### config.mk
export PLATFORM = sky130hd
export DESIGN_NAME = mem_router
export DESIGN_NICKNAME = d
export VERILOG_FILES = /design/src/rtl/mem_router_pkg.sv /design/src/rtl/mem_router_decode.sv /design/src/rtl/mem_router.sv
export SDC_FILE = /design/constraint.sdc
export NUM_CORES = 1
export LEC_CHECK = 0
export ABC_AREA = 1
export BUFFER_PORTS_ARGS = -buffer_cell sky130_fd_sc_hd__buf_2
export CORE_ASPECT_RATIO = 1.75
export CORE_MARGIN = 3
export CORE_UTILIZATION = 40
export CTS_CLUSTER_DIAMETER = 40
export CTS_CLUSTER_SIZE = 14
export DETAILED_ROUTE_END_ITERATION = 8
export PLACE_DENSITY_LB_ADDON = 0.15
export RECOVER_POWER = 50
export SLEW_MARGIN = 10
export SYNTH_ARGS = -nofsm -noshare
export SYNTH_HDL_FRONTEND = slang
export SYNTH_SLANG_ARGS = --single-unit
### constraint.sdc
create_clock -name clock -period 1.6 [get_ports clock]
set_input_delay 0.16 -clock clock [delete_from_list [all_inputs] [get_ports clock]]
set_output_delay 0.16 -clock clock [all_outputs]
set_load 0.01 [all_outputs]
### src/rtl/mem_router_pkg.sv
`default_nettype none
// ---------------------------------------------------------------------------
// mem_router_pkg : FSM encoding and shared constants for mem_router. Rev 1.0
// ---------------------------------------------------------------------------
package mem_router_pkg;

  typedef enum logic [1:0] {
    ST_IDLE   = 2'd0,
    ST_ACCESS = 2'd1,
    ST_WAIT   = 2'd2,
    ST_DONE   = 2'd3
  } state_t;

  localparam int         WAIT_W        = 4;
  localparam logic [7:0] OPEN_BUS_DFLT = 8'hFF;

endpackage
`default_nettype wire

### src/rtl/mem_router_decode.sv
`default_nettype none
// ---------------------------------------------------------------------------
// mem_router_decode : combinational region priority decoder. Rev 1.0
// ---------------------------------------------------------------------------
module mem_router_decode
  import mem_router_pkg::*;
#(
  parameter int                        ADDR_W      = 20,
  parameter int                        REGIONS     = 3,
  parameter int                        IDX_W       = 2,
  parameter logic [REGIONS*ADDR_W-1:0] REGION_BASE = '0,
  parameter logic [REGIONS*ADDR_W-1:0] REGION_MASK = '0
) (
  input  logic [ADDR_W-1:0] addr_i,
  output logic              hit_o,
  output logic [IDX_W-1:0]  idx_o
);

  // Scan from the highest index down so the lowest matching index overrides.
  always_comb begin
    hit_o = 1'b0;
    idx_o = '0;
    for (int i = REGIONS - 1; i >= 0; i--) begin
      if ((addr_i & REGION_MASK[i*ADDR_W +: ADDR_W]) == REGION_BASE[i*ADDR_W +: ADDR_W]) begin
        hit_o = 1'b1;
        idx_o = IDX_W'(i);
      end
    end
  end

endmodule
`default_nettype wire

### src/rtl/mem_router.sv
`default_nettype none
// ---------------------------------------------------------------------------
// mem_router : CPU-to-region access sequencer with wait states and fault
//              capture. Rev 1.0
// ---------------------------------------------------------------------------
module mem_router
  import mem_router_pkg::*;
#(
  parameter int                        ADDR_W      = 20,
  parameter int                        DATA_W      = 8,
  parameter int                        REGIONS     = 3,
  parameter logic [REGIONS*ADDR_W-1:0] REGION_BASE = {20'hF8000, 20'hB8000, 20'h00000},
  parameter logic [REGIONS*ADDR_W-1:0] REGION_MASK = {20'hF8000, 20'hFE000, 20'hC0000},
  parameter logic [REGIONS*WAIT_W-1:0] REGION_WAIT = {4'd1, 4'd1, 4'd1},
  parameter logic [REGIONS-1:0]        REGION_RO   = 3'b100,
  parameter logic [DATA_W-1:0]         OPEN_BUS    = DATA_W'(OPEN_BUS_DFLT)
) (
  input  logic                        clock,
  input  logic                        reset,
  input  logic                        req,
  input  logic [ADDR_W-1:0]           address,
  input  logic [DATA_W-1:0]           o_data,
  input  logic                        we,
  output logic                        ready,
  output logic [DATA_W-1:0]           i_data,
  output logic [ADDR_W-1:0]           rgn_addr,
  output logic [DATA_W-1:0]           rgn_data,
  output logic [REGIONS-1:0]          rgn_we,
  input  logic [REGIONS*DATA_W-1:0]   rgn_q,
  input  logic                        fault_clr,
  output logic                        bus_fault,
  output logic [ADDR_W-1:0]           fault_addr
);

  localparam int IDX_W = (REGIONS > 1) ? $clog2(REGIONS) : 1;

  state_t              state_q, state_d;
  logic [ADDR_W-1:0]   addr_q, addr_d;
  logic [DATA_W-1:0]   data_q, data_d;
  logic                we_q, we_d;
  logic                hit_q, hit_d;
  logic [IDX_W-1:0]    idx_q, idx_d;
  logic [WAIT_W-1:0]   cnt_q, cnt_d;
  logic [DATA_W-1:0]   rdata_q, rdata_d;
  logic                fault_q, fault_d;
  logic [ADDR_W-1:0]   faddr_q, faddr_d;

  logic                dec_hit;
  logic [IDX_W-1:0]    dec_idx;
  logic [WAIT_W-1:0]   dec_wait;
  logic [DATA_W-1:0]   done_data;
  logic                fault_set;

  mem_router_decode #(
    .ADDR_W      (ADDR_W),
    .REGIONS     (REGIONS),
    .IDX_W       (IDX_W),
    .REGION_BASE (REGION_BASE),
    .REGION_MASK (REGION_MASK)
  ) u_decode (
    .addr_i (address),
    .hit_o  (dec_hit),
    .idx_o  (dec_idx)
  );

  assign dec_wait  = dec_hit ? REGION_WAIT[int'(dec_idx)*WAIT_W +: WAIT_W] : '0;
  // Writes and unmapped accesses both return the open-bus pattern.
  assign done_data = (hit_q && !we_q) ? rgn_q[int'(idx_q)*DATA_W +: DATA_W] : OPEN_BUS;

  always_comb begin
    state_d   = state_q;
    addr_d    = addr_q;
    data_d    = data_q;
    we_d      = we_q;
    hit_d     = hit_q;
    idx_d     = idx_q;
    cnt_d     = cnt_q;
    rdata_d   = rdata_q;
    fault_set = 1'b0;
    case (state_q)
      ST_IDLE: begin
        if (req) begin
          addr_d  = address;
          data_d  = o_data;
          we_d    = we;
          hit_d   = dec_hit;
          idx_d   = dec_idx;
          cnt_d   = dec_wait;
          state_d = ST_ACCESS;
        end
      end
      ST_ACCESS: begin
        fault_set = !hit_q || (we_q && REGION_RO[idx_q]);
        if (cnt_q == '0) begin
          state_d = ST_DONE;
          rdata_d = done_data;
        end else begin
          state_d = ST_WAIT;
        end
      end
      ST_WAIT: begin
        cnt_d = cnt_q - WAIT_W'(1);
        if (cnt_q == WAIT_W'(1)) begin
          state_d = ST_DONE;
          rdata_d = done_data;
        end
      end
      ST_DONE:  state_d = ST_IDLE;
      default:  state_d = ST_IDLE;
    endcase
    // A new fault overrides a simultaneous clear.
    fault_d = fault_set | (fault_q & ~fault_clr);
    faddr_d = (fault_set && !fault_q) ? addr_q : faddr_q;
  end

  always_comb begin
    rgn_we = '0;
    if (state_q == ST_ACCESS && hit_q && we_q && !REGION_RO[idx_q]) begin
      rgn_we[idx_q] = 1'b1;
    end
  end

  always_ff @(posedge clock) begin
    if (reset) begin
      state_q <= ST_IDLE;
      addr_q  <= '0;
      data_q  <= '0;
      we_q    <= 1'b0;
      hit_q   <= 1'b0;
      idx_q   <= '0;
      cnt_q   <= '0;
      rdata_q <= OPEN_BUS;
      fault_q <= 1'b0;
      faddr_q <= '0;
    end else begin
      state_q <= state_d;
      addr_q  <= addr_d;
      data_q  <= data_d;
      we_q    <= we_d;
      hit_q   <= hit_d;
      idx_q   <= idx_d;
      cnt_q   <= cnt_d;
      rdata_q <= rdata_d;
      fault_q <= fault_d;
      faddr_q <= faddr_d;
    end
  end

  assign ready      = (state_q == ST_DONE);
  assign i_data     = rdata_q;
  assign rgn_addr   = addr_q;
  assign rgn_data   = data_q;
  assign bus_fault  = fault_q;
  assign fault_addr = faddr_q;

endmodule
`default_nettype wire

==> qor.csv <==
metric,value,unit
status,finished clean,
IO Count,118,
area growth from synthesis to layout,31.7,%
most frequent cells in the layout,"nand2_1 (85), nor2_1 (69), dfxtp_1 (65)",
clock transition at the registers of the reported paths,0.05,ns
max_slew headroom,62.4,%
remaining antenna violation count,0,
GRT Resource Usage Total,19.5,%
cell area after synthesis,2850,µm²
DR pass1 iterations,4,
post-synth top area share,47.1,%
row count,40,
total setup buffers inserted after CTS,0,
Placed Cells incl. Taps,578,
GPL Wtd Cong,0.838,
vias in the first global route,2675,
"Net Count, Synth",452,
DRC,0,
Synth area leader,dfxtp_1,
clk buf depth,2,
HPWL after DPL,6.02,mm
final setup fails,0,
final hold vios,0,
nature of the critical path startpoint,flop,
P per Cell Area,1740,nW/µm²
clk_lat worst skew,0.33,ns
WP data arrival,1.35,ns
worst-margin pin slew,0.562,ns
Worst Hold Class,in2reg,
Via density,4.90,
maxcap violations,0,
Pleak,1.55,nW
"worst slack, placed",0.0248,ns
M2 GR Usage,33.4,%
setup TNS,0,ns
fmax,661,MHz
CTS tree,done,
grt met3 use,5.38,%
largest net degree at the start of global routing,34,
final global-route overflow total,0,
Max VDD drop,903,µV
met1 Use GR,21.8,%
Antenna diodes,0,
total clock buffers created by CTS,9,
fin crit share,94.6,%
Most Crowded Layer GR,met2,
die width,69.8,µm
Critical Path Sink Type,primary output,
initial antenna violation count,0,
critical path peak fanout,5,
number of synthesized register bits,67,
die height,118,µm
CTS Sinks,67,
WL final,7.93,mm
RSZ-0062 raised after global routing,true,
Core ar.,6910,µm²
I/O Buffers,116,
count of unique library cells instantiated by Yosys,24,
vias after detailed routing,2908,
setup slack after layout,0.0868,ns
Layout fillers,730,
fin. max-slew vios,0,
H-tree depth,3,
first-pass GRT wire length,12.8,mm
Final min period,1.51,ns
wire length per cell,13.4,µm
"Seq/Total Area, Yosys",47.1,%
hold-fix buffers at CTS,0,
cell chosen for the clock root,clkbuf_16,
synthesized instance count,388,
Critical Path RT,1.44,ns
layout cells sized above 1,19.8,%
synth warn,0,
final cell count without fillers,593,
kind of critical path,reg2out,
Initial Util,41.2,%
"commonest non-fill, non-tap cell in the layout",nand2_1,
clk_skew,0.00531,ns
syn avg cell area,7.34,µm²
Die Footprint,8210,µm²
initial drt markers,128,
ranking of synthesized cells by area,"dfxtp_1 (47%), nand2_1 (11%), nor2_1 (9.2%)",
nets@finish,569,
-- critical path, cell delays in order (launching register included) --
cell	delay, ns
dfxtp_2	0.34
inv_2	0.09
ha_4	0.16
nand3_4	0.09
nor3_4	0.19
buf_2	0.16
-- what timing repair did --
action | 4_1_cts | 5_1_grt
pin swaps | 0 | 2
gates resized for setup | 1 | 13
endpoints found under the hold margin | 0 | 0
endpoints found under the setup margin | 1 | 34
-- flip-flops by register name, indices dropped and copies added (netlist names) --
signal      count
fault_addr     20
rgn_addr       20
i_data          8
rgn_data        8
cnt_q           4
idx_q           2
state_q         2
bus_fault       1
hit_q           1
we_q            1
-- cell families (layout without fill, tap and decap cells) --
group	Yosys count	after routing	synth area share, %
buf+inv	41	162	6.77
fa+ha+maj	7	7	3.08
other cells	1	1	0.132
simple gates	196	196	29.4
compound gates	76	76	13.5
flops	67	67	47.1
-- cell usage after synthesis --
master / n
buf_1: 1
conb_1: 1
or2_2: 2
nand2_1: 85
nand3_1: 5
nand3_2: 1
a21oi_1: 40
dfxtp_1: 67
nor3_1: 2
inv_2: 2
nor2_4: 1
nand4_1: 28
buf_4: 5
ha_1: 7
o21ai_0: 35
o21ai_2: 1
clkinv_1: 1
inv_1: 16
nor2_2: 1
nor2_1: 70
clkbuf_1: 10
buf_2: 4
buf_6: 2
nand2_2: 1
-- final timing paths --
check	from	to	slack (ns)	cells past startpoint
max	state_q[1]$_SDFFE_PP0P_	rgn_we[0]	0.09	5
min	o_data[4]	rgn_data[4]$_SDFFE_PP0P_	0.08	3
max reg2reg	state_q[1]$_SDFFE_PP0P_	cnt_q[3]$_SDFFE_PP0P_	0.11	10
min reg2reg	i_data[5]$_SDFFE_PP1P_	i_data[5]$_SDFFE_PP1P_	0.46	2
-- cell type report --
type,count,area [µm²],share of cell area [%]
Multi-Input combinational cell,280,1370,36.5
Timing Repair Buffer,128,602,16.0
Clock inverter,3,15.0,0.400
Inverter,19,71.3,1.90
Clock buffer,12,246,6.57
Sequential cell,67,1340,35.8
Tap cell,84,105,2.80
-- through the flow --
stage          power [mW]  cell area (µm²)  util (%)  hold slack [ns]
3_3_place_gp         4.78             3500      50.7            0.413
2_1_floorplan        4.01             2850         -            0.300
3_5_place_dp         4.84             3500      50.7            0.422
5_1_grt              7.04             3750      54.3           0.0873
4_1_cts              6.58             3770      54.6           0.0741
6_report             6.54             3750      54.3           0.0837
-- layer usage --
metal  vias to the layer above  routed length (µm)
li1                       1514                   -
met5                         -                   0
met1                      1284                3200
met2                        91                4060
met3                        19                 413
met4                         0                 252
-- where the power goes --
| group | internal (mW) | switching [mW] | total (mW) | leakage, nW |
|---|---|---|---|---|
| Sequential | 2.09 | 0.301 | 2.39 | 0.550 |
| Clock | 1.07 | 0.651 | 1.72 | 0.132 |
| Combinational | 0.840 | 1.58 | 2.42 | 0.870 |
(Power assumes the default switching activity.)
